$ cat src/rtl/serial_frame_receiver_if.sv
// rtl/serial_frame_receiver_if.sv - output word handshake between the frame receiver and its consumer
interface serial_frame_receiver_if #(
  parameter int DATA_WIDTH = 40
);
  logic [DATA_WIDTH-1:0] out_data;
  logic                  out_valid;
  logic                  out_ready;

  modport master (output out_data, output out_valid, input out_ready);
  modport slave  (input out_data, input out_valid, output out_ready);
endinterface

$ cat src/rtl/serial_frame_receiver.sv
// rtl/serial_frame_receiver.sv - LSB-first serial frame deserializer with a one-entry output buffer
module serial_frame_receiver #(
  parameter int DATA_WIDTH = 40,
  parameter int IDLE_GAP   = 1
) (
  input  logic                     clk,
  input  logic                     rst_n,
  input  logic                     sin,
  input  logic                     err_clr,
  output logic                     busy,
  output logic                     overrun,
  output logic                     frame_err,
  serial_frame_receiver_if.master  out_if
);
  localparam int CW = (DATA_WIDTH > 1) ? $clog2(DATA_WIDTH) : 1;
  localparam int GW = $clog2(IDLE_GAP + 1);

  localparam logic [1:0] S_IDLE  = 2'd0;
  localparam logic [1:0] S_SHIFT = 2'd1;
  localparam logic [1:0] S_GAP   = 2'd2;

  logic [1:0]            state_q,     state_d;
  logic [DATA_WIDTH-2:0] shift_q,     shift_d;
  logic [CW-1:0]         cnt_q,       cnt_d;
  logic [GW-1:0]         gap_q,       gap_d;
  logic [DATA_WIDTH-1:0] out_data_q,  out_data_d;
  logic                  out_valid_q, out_valid_d;
  logic                  overrun_q,   overrun_d;
  logic                  frame_err_q, frame_err_d;

  logic                  complete;
  logic [DATA_WIDTH-1:0] word;
  logic [GW-1:0]         gap_inc;

  // The final data bit is never stored in the shift register; it joins the word directly.
  assign word    = {sin, shift_q};
  assign gap_inc = gap_q + GW'(1);

  always_comb begin
    state_d     = state_q;
    shift_d     = shift_q;
    cnt_d       = cnt_q;
    gap_d       = gap_q;
    out_data_d  = out_data_q;
    out_valid_d = out_valid_q;
    overrun_d   = overrun_q;
    frame_err_d = frame_err_q;
    complete    = 1'b0;

    if (err_clr) begin
      overrun_d   = 1'b0;
      frame_err_d = 1'b0;
    end

    if (out_valid_q && out_if.out_ready) begin
      out_valid_d = 1'b0;
    end

    case (state_q)
      S_IDLE: begin
        if (sin) begin
          state_d = S_SHIFT;
          cnt_d   = '0;
        end
      end
      S_SHIFT: begin
        shift_d             = shift_q >> 1;
        shift_d[DATA_WIDTH-2] = sin;
        cnt_d               = cnt_q + CW'(1);
        if (cnt_q == CW'(DATA_WIDTH - 1)) begin
          complete = 1'b1;
          cnt_d    = '0;
          gap_d    = '0;
          state_d  = S_GAP;
        end
      end
      S_GAP: begin
        if (sin) begin
          frame_err_d = 1'b1;
          state_d     = S_IDLE;
        end else begin
          gap_d = gap_inc;
          if (gap_inc == GW'(IDLE_GAP)) begin
            state_d = S_IDLE;
          end
        end
      end
      default: state_d = S_IDLE;
    endcase

    // A consume on the completion edge frees the buffer for the new word.
    if (complete) begin
      if (!out_valid_q || out_if.out_ready) begin
        out_data_d  = word;
        out_valid_d = 1'b1;
      end else begin
        overrun_d = 1'b1;
      end
    end
  end

  always_ff @(posedge clk or negedge rst_n) begin
    if (!rst_n) begin
      state_q     <= S_IDLE;
      shift_q     <= '0;
      cnt_q       <= '0;
      gap_q       <= '0;
      out_data_q  <= '0;
      out_valid_q <= 1'b0;
      overrun_q   <= 1'b0;
      frame_err_q <= 1'b0;
    end else begin
      state_q     <= state_d;
      shift_q     <= shift_d;
      cnt_q       <= cnt_d;
      gap_q       <= gap_d;
      out_data_q  <= out_data_d;
      out_valid_q <= out_valid_d;
      overrun_q   <= overrun_d;
      frame_err_q <= frame_err_d;
    end
  end

  assign out_if.out_data  = out_data_q;
  assign out_if.out_valid = out_valid_q;
  assign busy             = (state_q == S_SHIFT) || (state_q == S_GAP);
  assign overrun          = overrun_q;
  assign frame_err        = frame_err_q;
endmodule
$ cat src/flat_wrapper.sv
// flat-port wrapper written by rule: the top's interface ports become plain ports
module serial_frame_receiver_flat 
#(
  parameter int DATA_WIDTH = 40,
  parameter int IDLE_GAP   = 1
)
  (clk, rst_n, sin, err_clr, busy, overrun, frame_err, out_if_out_data, out_if_out_valid, out_if_out_ready);
  serial_frame_receiver_if #(.DATA_WIDTH(DATA_WIDTH)) out_if_i ();
  input  logic clk;
  input  logic rst_n;
  input  logic sin;
  input  logic err_clr;
  output logic busy;
  output logic overrun;
  output logic frame_err;
  output wire logic [$bits(out_if_i.out_data)-1:0] out_if_out_data;
  output wire logic [$bits(out_if_i.out_valid)-1:0] out_if_out_valid;
  input wire logic [$bits(out_if_i.out_ready)-1:0] out_if_out_ready;
  assign out_if_out_data = out_if_i.out_data;
  assign out_if_out_valid = out_if_i.out_valid;
  assign out_if_i.out_ready = out_if_out_ready;
  serial_frame_receiver #(.DATA_WIDTH(DATA_WIDTH), .IDLE_GAP(IDLE_GAP)) u_core (.clk(clk), .rst_n(rst_n), .sin(sin), .err_clr(err_clr), .busy(busy), .overrun(overrun), .frame_err(frame_err), .out_if(out_if_i));
endmodule
$ cat config.mk
export PLATFORM = sky130hd
export DESIGN_NAME = serial_frame_receiver_flat
export DESIGN_NICKNAME = d
export VERILOG_FILES = /design/src/rtl/serial_frame_receiver_if.sv /design/src/rtl/serial_frame_receiver.sv /design/src/flat_wrapper.sv
export SDC_FILE = /design/constraint.sdc
export NUM_CORES = 1
export LEC_CHECK = 0
export ABC_CLOCK_PERIOD_IN_PS = 2400
export CORE_MARGIN = 3
export CORE_UTILIZATION = 55
export CTS_CLUSTER_SIZE = 30
export DETAILED_ROUTE_END_ITERATION = 8
export GPL_ROUTABILITY_DRIVEN = 0
export PLACE_DENSITY = 0.81
export REMOVE_ABC_BUFFERS = 1
export SLEW_MARGIN = 0
export SYNTH_ARGS = -nofsm -noshare
export SYNTH_HDL_FRONTEND = slang
export SYNTH_SLANG_ARGS = --single-unit
$ cat constraint.sdc
create_clock -name clk -period 2.4 [get_ports clk]
set_input_delay 0.48 -clock clk [delete_from_list [all_inputs] [get_ports clk]]
set_output_delay 0.48 -clock clk [all_outputs]
set_load 0.01 [all_outputs]
==> results_dict.tcl, run 1 <==
set metrics [dict create \
    outcome "finished, final reports clean" \
    fillerInstances 435 \
    rsz0062_at_grt "no" \
    netSwitchingPower_mw 1.01 \
    setup_ws_ns 0.323 \
    finalNonFillerCells 372 \
    die_h_um 89.0 \
    initial_utilization 0.583 \
    crit_required_ns 1.92 \
    yosysTopAreaCell "dfrtp_1" \
    grt_use_met1 0.241 \
    grt_max_degree 45 \
    crit_arrival_ns 1.60 \
    switching_share 0.264 \
    die_area_mm2 0.00792 \
    yosysWarnings 0 \
    routed_wl_mm 5.94 \
    multi_input_area_mm2 0.00137 \
    cp-end-kind "primary output" \
    grt_usage 0.171 \
    drv_cap 0 \
    hpwl_mm 3.88 \
    antenna_found_initial 0 \
    slew_headroom 0.619 \
    p_per_area_mw_per_mm2 842 \
    num_vias 2019 \
    setup_viol 0 \
    clockBufferDepth 2 \
    crit_start "u_core.state_q[0]" \
    post_cts_buffers 0 \
    crit_type "reg -> out" \
    cts.clk_slew.worst_paths_ns 0.08 \
    post_cts_resized 0 \
    fp.coreArea_mm2 0.00649 \
    wire_per_inst_um 16.0 \
    io_buffers 48 \
    synth_common_cells "91 x dfrtp_1, 40 x mux2_4, 39 x mux2_2" \
    clkSinkCount 91 \
    ant_nets 0 \
    htree_levels 3 \
    drc 0 \
    p_int_mw 2.81 \
    hold_class "in -> async" \
    die_x_um 89.0 \
    ir_worst_vdd_uv 458 \
    ios 49 \
    gr-usage-met3 0.0387 \
    ys_seq_area_frac 0.601 \
    synth_most_common_cell "dfrtp_1" \
    hold_ws_ns 0.120 \
    fmax_mhz 481 \
    cts_hold_buf 0 \
    power_frac_clock 0.301 \
    core.rowCount 29 \
    drtPass1Iterations 4 \
    worst_skew_pair.late_latency_ns 0.35 \
    layout.nets 299 \
    cts_tree "built" \
    combPwrFrac 0.193 \
    grt-busiest-layer "met2" \
    grt_remaining_overflow 0 \
    period_minus_slack_ns 2.08 \
    dp.cells 356 \
    drive_gt1_frac 0.353 \
    cts-buffers-inserted 9 \
    slew_viol_final 0 \
    worstSetupStartpointType "register" \
    synth.top_cell.area_share 0.601 \
    synth.distinct_cells 32 \
    ys_ff_latch 91 \
    regArea_mm2 0.00228 \
    drt_iter0_markers 78 \
    grt_pass1_wl_mm 10.1 \
    async_flop_share 1.00 \
    finalHoldViolCount 0 \
    diodes 0 \
    cts_root_buf "clkbuf_8" \
    synthFlopType "dfrtp_1" \
    vias_per_cell 5.43 \
    total_power_mw 3.82 \
    grt_util_met2 0.246 \
    grt_pass1_vias 2064 \
    synthToLayoutAreaGrowth_pct 19.9 \
    synth-edff-count 0 \
    tns_ns 0 \
    r2r_start "u_core.cnt_q[0]" \
    netlist_area_mm2 0.00379 \
    worst_pin_slew_ns 0.572 \
    synth.area.top_cells "dfrtp_1 60%, mux2_4 16%, mux2_2 12%" \
    critPathMaxFanout 3 \
    skew_ns 0.00607 \
    power.leakage_nw 2.14 \
    pre_cts_ws_ns 0.348 \
    power_frac_seq 0.506 \
    syn_avg_cell_area_um2 16.0 \
    timing.final.crit_share 0.865 \
    synthCells 236 \
]
-- registers in the layout (all words and copies together), names as in the netlist --
register and cells:
u_core.gap_q 1, u_core.out_if.out_data 40, u_core.out_if.out_valid 1, u_core.frame_err 1, u_core.state_q 2, u_core.shift_q 39, u_core.cnt_q 6, u_core.overrun 1
-- metal layers --
layer / part of all wire / up-vias
li1: - / 945
met5: 0 / -
met2: 0.46 / 40
met3: 0.037 / 10
met4: 0.022 / 0
met1: 0.48 / 1024
-- worst max-delay path, cell delays in order, from the launching register on --
cell	delay [ns]
dfrtp_1	0.36
inv_1	0.08
ha_1	0.28
clkdlybuf4s50_1	0.53
-- power by group through the flow --
stage	registers, mW	clock network (mW)	logic (mW)
after global placement	1.95	0	0.718
final	1.93	1.15	0.736
after CTS	1.94	1.18	0.748
after detailed placement	1.97	0	0.743
after floorplan	1.91	0	0.578
after global routing	1.97	1.24	0.815
-- through the flow --
stage | util | cell area [µm²]
global placement | 0.664 | 4310
finish | 0.699 | 4540
global route | 0.699 | 4540
detailed placement | 0.664 | 4310
CTS | 0.699 | 4540
floorplan | - | 3670
-- kinds of logic (layout without fill, tap and decap cells) --
kind of cell,count (synthesis),after routing,share of synthesized area
multiplexers,80,80,0.277
flip-flops,91,91,0.601
adder cells (fa/ha/maj),4,4,0.0132
buffers and inverters,16,75,0.0364
AND/OR/NAND/NOR,24,24,0.0334
AO/OA/AOI/OAI,21,21,0.0383
-- cells in the final DEF, fill, tap and decap left out, drive strengths merged --
cell and instances:
dfrtp 91, mux2 79, clkdlybuf4s50 47, clkbuf 13, nand2 8, inv 7, o21ai 6, nor2 6
buf 6, ha 4, o22ai 3, a22o 3, nand2b 2, a21oi 2, nand3 2, nor3 2
bufinv 2, nand4b 1, or2 1, and3 1, o21a 1, nor2b 1, a21o 1, a22oi 1
a221o 1, mux2i 1, a32o 1, o221ai 1, o41ai 1
-- cell type report --
type / instances / area share
flip-flops and latches: 91 / 0.502
multi-input cells: 129 / 0.303
repair buffers: 53 / 0.119
clock buffers: 13 / 0.0350
well taps: 77 / 0.0212
clock inverters: 3 / 0.0152
inverters: 6 / 0.00496
-- final timing paths --
path / cells past startpoint / slack (ns) / to
setup / recovery: 3 / 0.32 / busy
max in group asynchronous: 2 / 1.67 / u_core.shift_q[17]
hold / removal: 1 / 0.12 / u_core.state_q[1]
hold reg to reg: 1 / 0.51 / u_core.out_if.out_data[4]
min in group clk: 1 / 0.51 / u_core.out_if.out_data[4]
setup reg to reg: 6 / 0.48 / u_core.out_if.out_data[33]
(Power assumes the default switching activity.)
==> run 2, diff against run 1 <==
- CAP_MARGIN: default -> 40
- CORE_ASPECT_RATIO: default -> 0.5
==> run 2 against run 1 <==
Against the previous run: global-route usage up 1.5 points; highest routed layer unchanged; cell area is 2.1% higher; die area grew 0.76%.
==> results_dict.tcl, run 2 (synthesized netlist as in run 1, its figures left out) <==
set metrics [dict create \
    outcome "finished, final reports clean" \
    die_area_mm2 0.00798 \
    drive_gt1_frac 0.361 \
    critPathMaxFanout 3 \
    routed_wl_mm 6.49 \
    r2r_slack_ns 0.47 \
    layout.nets 300 \
    drv_cap 0 \
    fmax_mhz 481 \
    ir_worst_vdd_uv 517 \
    setup_viol 0 \
    wire_per_inst_um 16.9 \
    ios 49 \
    grt_pass1_vias 2197 \
    slew_viol_final 0 \
    r2r_start "u_core.cnt_q[0]" \
    grt_pass1_wl_mm 11.1 \
    regToRegEndpoint "u_core.out_if.out_data[38]" \
    cp_cell_sequence "inv_1, ha_1, clkdlybuf4s50_1" \
    ant_nets 0 \
    power.leakage_nw 2.18 \
    hold_class "in -> async" \
    timing.final.crit_share 0.867 \
    worst_skew_pair.late_latency_ns 0.34 \
    core.rowCount 20 \
    slowest_stage "clkdlybuf4s50_1" \
    rr_worst_depth 6 \
    clkSinkCount 91 \
    post_cts_buffers 0 \
    die_x_um 123 \
    p_per_area_mw_per_mm2 874 \
    grt_util_met2 0.279 \
    worst_pin_slew_ns 0.505 \
    tns_ns 0 \
    finalHoldViolCount 0 \
    power_frac_clock 0.334 \
    post_dp_cell_area_mm2 0.00434 \
    die_h_um 64.7 \
    worstSetupStartpointType "register" \
    grt_remaining_overflow 0 \
    post_cts_resized 0 \
    cts.clk_slew.worst_paths_ns 0.06 \
    grt_usage 0.186 \
    skew_ns 0.00676 \
    crit_arrival_ns 1.60 \
    io_buffers 48 \
    crit_buf_inv 2 \
    final_cell_area_mm2 0.00463 \
    fp.coreArea_mm2 0.00636 \
    final_cell_mix "91 x dfrtp_1, 47 x clkdlybuf4s50_1, 40 x mux2_4" \
    rsz0062_at_grt "no" \
    drtPass1Iterations 4 \
    diodes 0 \
    p_int_mw 2.95 \
    gr-usage-met3 0.0445 \
    netSwitchingPower_mw 1.10 \
    cts-buffers-inserted 9 \
    combPwrFrac 0.187 \
    htree_levels 3 \
    crit_type "reg -> out" \
    final_common_cell "dfrtp_1" \
    switching_share 0.271 \
    vias_per_cell 5.26 \
    cts_hold_buf 0 \
    period_minus_slack_ns 2.08 \
    slew_headroom 0.663 \
    grt_use_met1 0.251 \
    fillerInstances 410 \
    cts_root_buf "clkbuf_16" \
    power_frac_seq 0.480 \
    initial_utilization 0.596 \
    cp-end-kind "primary output" \
    cts_tree "built" \
    drt_iter0_markers 117 \
    synthToLayoutAreaGrowth_pct 22.4 \
    crit_required_ns 1.92 \
    critPathMaxStageDelay_ns 0.53 \
    crit_family "buffers and inverters" \
    num_vias 2018 \
    drc 0 \
    antenna_found_initial 0 \
    largest_reg_flops 40 \
    grt-busiest-layer "met2" \
    grt_max_degree 40 \
    hpwl_mm 4.34 \
    clockBufferDepth 2 \
]
## run 2: cell count changes in the layout (fill, tap and decap cells not counted), sizes merged
cell / change
inv: -1
clkbuf: -1
buf: +1
clkinv: +4
bufinv: -2
## run 2: how the worst max path moves through the flow
stage	from	to	depth (start not counted)	slack, ns
2_1_floorplan	u_core.state_q[1]	u_core.out_if.out_data[0]	4	-0.47
3_3_place_gp	out_if_out_ready	u_core.out_if.out_data[18]	5	0.46
3_5_place_dp	out_if_out_ready	u_core.out_if.out_data[23]	5	0.43
4_1_cts	u_core.state_q[0]	busy	3	0.31
5_1_grt	u_core.state_q[0]	busy	3	0.27
6_report	u_core.state_q[0]	busy	3	0.32
## run 2: layout make-up
cell class                      count  area, µm²  area share
Clock buffer                       12        267      0.0575
Clock inverter                      4       23.8     0.00513
Inverter                            6       22.5     0.00486
Multi-Input combinational cell    129       1370       0.296
Sequential cell                    91       2280       0.491
Tap cell                           88        110      0.0238
Timing Repair Buffer               54        561       0.121
## run 2: stage by stage
step / std cells / hold slack, ns / setup slack (ns) / util / total power, mW
6_report: 384 / 0.104 / 0.320 / 0.729 / 4.05
5_1_grt: 384 / 0.134 / 0.273 / 0.729 / 4.25
3_5_place_dp: 368 / 0.477 / 0.435 / 0.683 / 2.72
4_1_cts: 384 / 0.115 / 0.306 / 0.729 / 4.08
2_1_floorplan: 226 / 0.184 / -0.471 / - / 2.48
3_3_place_gp: 368 / 0.466 / 0.455 / 0.683 / 2.66
## run 2: power groups by stage
stage	registers, mW	clock network [mW]	logic, mW
after floorplan	1.91	0	0.578
after global placement	1.95	0	0.714
after detailed placement	1.97	0	0.752
after CTS	1.94	1.38	0.762
after global routing	1.97	1.45	0.833
final	1.94	1.35	0.757
## run 2: per-layer routing
metal | vias to the layer above | routed length [µm]
met3 | 16 | 188
li1 | 948 | -
met4 | 0 | 172
met2 | 39 | 2990
met1 | 1015 | 3140
met5 | - | 0
==> variant 1, RTL diff (config.mk and constraints of run 2) <==
Register the output `overrun` once more; this adds one clock of latency there. The other outputs are not delayed to match.
--- a/src/rtl/serial_frame_receiver.sv
+++ b/src/rtl/serial_frame_receiver.sv
@@ -124,6 +124,8 @@
   assign out_if.out_data  = out_data_q;
   assign out_if.out_valid = out_valid_q;
   assign busy             = (state_q == S_SHIFT) || (state_q == S_GAP);
-  assign overrun          = overrun_q;
+  always_ff @(posedge clk) begin
+    overrun <= overrun_q;
+  end
   assign frame_err        = frame_err_q;
 endmodule
Behaviour: no difference found for any inputs over 10 cycles, from zero or initial values and one cycle with rst_n low; that may be too few to reach the edited logic, so the function may still have changed.
==> variant 1 against run 2 <==
  * Clock skew down 0.0018 ns
  * Global-route usage rose by 0.30 points
  * Total power shrank 1.3%
  * Routed wire length rose by 0.99%
  * Area after synthesis rose by 0.53%
  * Setup slack improved by 0.027 ns
  * Synthesized cell count is 0.42% higher
  * Design area did not move
  * Combinational power down 0.5%
  * Sequential cell count increased by 1
==> variant 1: results <==
{
  "synthCells": 237,
  "grt_pass1_vias": 2236,
  "grt_use_total_pct": 18.9,
  "status": "complete, no violations",
  "largest_register_ffs": 40,
  "power_leader": "registers",
  "p_seq_share_pct": 49.0,
  "viasPerCell": 5.30,
  "hpwl_um": 4360,
  "grt_pass1_wl_um": 11500,
  "skew_ns": 0.00492,
  "rr_worst_depth": 6,
  "yosys.cell_types.count": 33,
  "dp_cells": 369,
  "cellInternalPower_mw": 2.94,
  "crit_family": "buffers and inverters",
  "ys_seq_area_share_pct": 60.4,
  "finalNetCount": 301,
  "preCtsSetupSlack_ns": 0.360,
  "slowest_delay_ns": 0.54,
  "clk_pin_slew_ns": 0.06,
  "drive_above_1_share_pct": 35.1,
  "grt_max_degree": 54,
  "drt_iter0_markers": 98,
  "worstPathMaxFanout": 3,
  "vdd_ir_drop_max_mv": 0.425,
  "cts_root_buffer": "clkbuf_16",
  "async_flop_share_pct": 98.9,
  "postCtsSetupBuffers": 0,
  "n_antenna_cell": 0,
  "fillerInstances": 430,
  "clkLatencyLatePin_ns": 0.33,
  "hold_viol_final": 0,
  "synth_common_cells": "dfrtp_1 (91), mux2_4 (40), mux2_2 (39)",
  "p_leak_nw": 2.17,
  "avgRoutedWirePerCell_um": 17.1,
  "powerComb_uw": 753,
  "worstPathArrival_ns": 1.57,
  "power.net_switching_mw": 1.06,
  "antenna_found_initial": 0,
  "synth.area.top_cells": "dfrtp_1 (60%), mux2_4 (16%), mux2_2 (12%), buf_12 (2.1%), ha_1 (1.3%)",
  "slew_headroom_pct": 67.3
}
variant 1: final timing paths:
kind	from	to	slack [ns]
hold / removal	rst_n	u_core.shift_q[24]$_DFFE_PN0P_	0.11
min in group clk	u_core.overrun_q$_DFF_PN0_	u_core.overrun$_DFF_P_	0.37
hold reg to reg	u_core.overrun_q$_DFF_PN0_	u_core.overrun$_DFF_P_	0.37
setup / recovery	u_core.state_q[0]$_DFFE_PN0P_	busy	0.35
max in group asynchronous	rst_n	u_core.overrun_q$_DFF_PN0_	1.65
setup reg to reg	u_core.cnt_q[0]$_DFFE_PN0P_	u_core.out_if.out_data[26]$_DFFE_PN0P_	0.44
variant 1: routing by layer:
layer	vias to the layer above	track usage (%)	part of all wire, %
met1	1042	24.0	45
li1	949	-	-
met2	39	30.8	50
met3	6	5.84	3.4
met5	-	0	0
met4	0	7.03	1.5
variant 1: kinds of logic after synthesis:
logic type | share of synthesized area, %
simple gates | 3.32
compound gates | 3.81
buf+inv | 3.62
mux | 27.6
fa+ha+maj | 1.31
flops | 60.4
variant 1: stage by stage:
stage / area, um^2 / hold slack, ns
after global placement: 4360 / 0.352
after global routing: 4630 / 0.141
after detailed placement: 4360 / 0.363
after CTS: 4630 / 0.122
after floorplan: 3690 / 0.184
final: 4630 / 0.107
variant 1: area by class of cell:
type | instances | area, um^2 | area share (%)
clock buffers | 13 | 260 | 5.62
multi-input cells | 129 | 1370 | 29.6
clock inverters | 2 | 10.0 | 0.216
flip-flops and latches | 92 | 2300 | 49.6
repair buffers | 54 | 561 | 12.1
inverters | 6 | 22.5 | 0.486
well taps | 88 | 110 | 2.38
==> variant 2, RTL diff (flow settings as in run 2) <==
Made on the original files. `DATA_WIDTH` is set to 40 in 3 places; all go to 20.
--- a/src/rtl/serial_frame_receiver_if.sv
+++ b/src/rtl/serial_frame_receiver_if.sv
@@ -1,6 +1,6 @@
 // rtl/serial_frame_receiver_if.sv - output word handshake between the frame receiver and its consumer
 interface serial_frame_receiver_if #(
-  parameter int DATA_WIDTH = 40
+  parameter int DATA_WIDTH = 20
 );
   logic [DATA_WIDTH-1:0] out_data;
   logic                  out_valid;
--- a/src/rtl/serial_frame_receiver.sv
+++ b/src/rtl/serial_frame_receiver.sv
@@ -1,6 +1,6 @@
 // rtl/serial_frame_receiver.sv - LSB-first serial frame deserializer with a one-entry output buffer
 module serial_frame_receiver #(
-  parameter int DATA_WIDTH = 40,
+  parameter int DATA_WIDTH = 20,
   parameter int IDLE_GAP   = 1
 ) (
   input  logic                     clk,
--- a/src/flat_wrapper.sv
+++ b/src/flat_wrapper.sv
@@ -1,7 +1,7 @@
 // flat-port wrapper written by rule: the top's interface ports become plain ports
 module serial_frame_receiver_flat 
 #(
-  parameter int DATA_WIDTH = 40,
+  parameter int DATA_WIDTH = 20,
   parameter int IDLE_GAP   = 1
 )
   (clk, rst_n, sin, err_clr, busy, overrun, frame_err, out_if_out_data, out_if_out_valid, out_if_out_ready);
Ports: changed (resized out_if_out_data); port bits go from 49 to 29. No check against the original RTL was run, so the function may have changed too.
==> variant 2 against run 2 <==
  * Die area fell by 44%
  * Sequential power fell by 39%
  * Sequential cell count fell by 41
  * Total power fell by 40%
  * Utilization rose by 2.5 points
  * Design area fell by 47%
  * Clock skew fell by 0.0020 ns
  * Maximum frequency rose by 2.0%
  * Setup slack improved by 0.040 ns
  * First-iteration DRC count fell by 83%
  * Routed wire length fell by 47%
  * Global-route usage fell by 1.4 points
  * Area after synthesis fell by 46%
  * Largest cell class unchanged
==> variant 2: results <==
{
  "drive_above_1_share_pct": 31.1,
  "dp_cells": 217,
  "finalNonFillerCells": 225,
  "h-tree-depth": 2,
  "vias": 1204,
  "place.port_buffers": 28,
  "status": "complete, no violations",
  "finalNetCount": 185,
  "rrSetupSlack_ns": 0.57,
  "skew_ns": 0.00479,
  "cts_buffers": 5,
  "grt_max_degree": 27,
  "cts_root_buffer": "clkbuf_8",
  "hpwl_um": 2290,
  "p_leak_nw": 1.17,
  "synth.area.top_cells": "dfrtp_1 (62%), mux2_2 (22%), ha_1 (2.5%), nand2_1 (1.3%), nand3_1 (1.2%)",
  "yosys.cell_types.count": 23,
  "slew_headroom_pct": 62.7,
  "vdd_ir_drop_max_mv": 0.541,
  "grt_pass1_wl_um": 6160,
  "grt_pass1_vias": 1327,
  "dr.pass1.iters": 6,
  "synthCells": 142,
  "rr_worst_depth": 5,
  "largest_register_ffs": 20,
  "ys_seq_area_share_pct": 61.8,
  "clk_pin_slew_ns": 0.10,
  "grt_use_total_pct": 17.2,
  "reg2reg_to": "u_core.out_if.out_data[1]$_DFFE_PN0P_",
  "avgRoutedWirePerCell_um": 15.2,
  "drt_iter0_markers": 20
}
variant 2: cell families (layout without fill, tap and decap cells):
logic type / count (synthesis) / count (layout) / synth area share (%)
AO/OA/AOI/OAI: 13 / 13 / 4.39
adder cells (fa/ha/maj): 4 / 4 / 2.47
buffers and inverters: 9 / 44 / 2.22
flip-flops: 50 / 50 / 61.8
multiplexers: 40 / 40 / 22.2
AND/OR/NAND/NOR: 26 / 26 / 6.92
variant 2: critical path: stages, from the launching register on:
cell and delay, ns:
dfrtp_1 0.39, inv_1 0.07, ha_1 0.28, clkdlybuf4s50_1 0.53
variant 2: cell type report:
class	instances	area, um^2
timing repair buffer	32	305
multi-input combinational	83	729
inverter	4	15.0
sequential	50	1250
tap	48	60.1
clock buffer	5	68.8
clock inverter	3	28.8
fill	228	800
variant 2: routing by layer:
metal | wire, um | part of all wire, % | vias up | global-route usage, %
met4 | 21 | 0.61 | 0 | 4.68
met1 | 1590 | 46 | 601 | 20.4
met2 | 1690 | 49 | 29 | 30.6
li1 | - | - | 572 | -
met3 | 125 | 3.6 | 2 | 5.39
met5 | 0 | 0 | - | 0
variant 2: through the flow:
| stage | total power [mW] | area (um^2) | setup TNS, ns | hold slack, ns | setup WS (ns) |
|---|---|---|---|---|---|
| 2_1_floorplan | 1.69 | 2000 | -1.34 | 0.184 | -0.0672 |
| 3_3_place_gp | 1.87 | 2360 | 0 | 0.488 | 0.503 |
| 3_5_place_dp | 1.90 | 2360 | 0 | 0.493 | 0.468 |
| 4_1_cts | 2.44 | 2460 | 0 | 0.172 | 0.337 |
| 5_1_grt | 2.57 | 2460 | 0 | 0.187 | 0.285 |
| 6_report | 2.41 | 2460 | 0 | 0.159 | 0.360 |
variant 2: power breakdown:
group	internal, mW	switching, mW
Clock	0.218	0.297
Sequential	1.05	0.147
Combinational	0.379	0.325
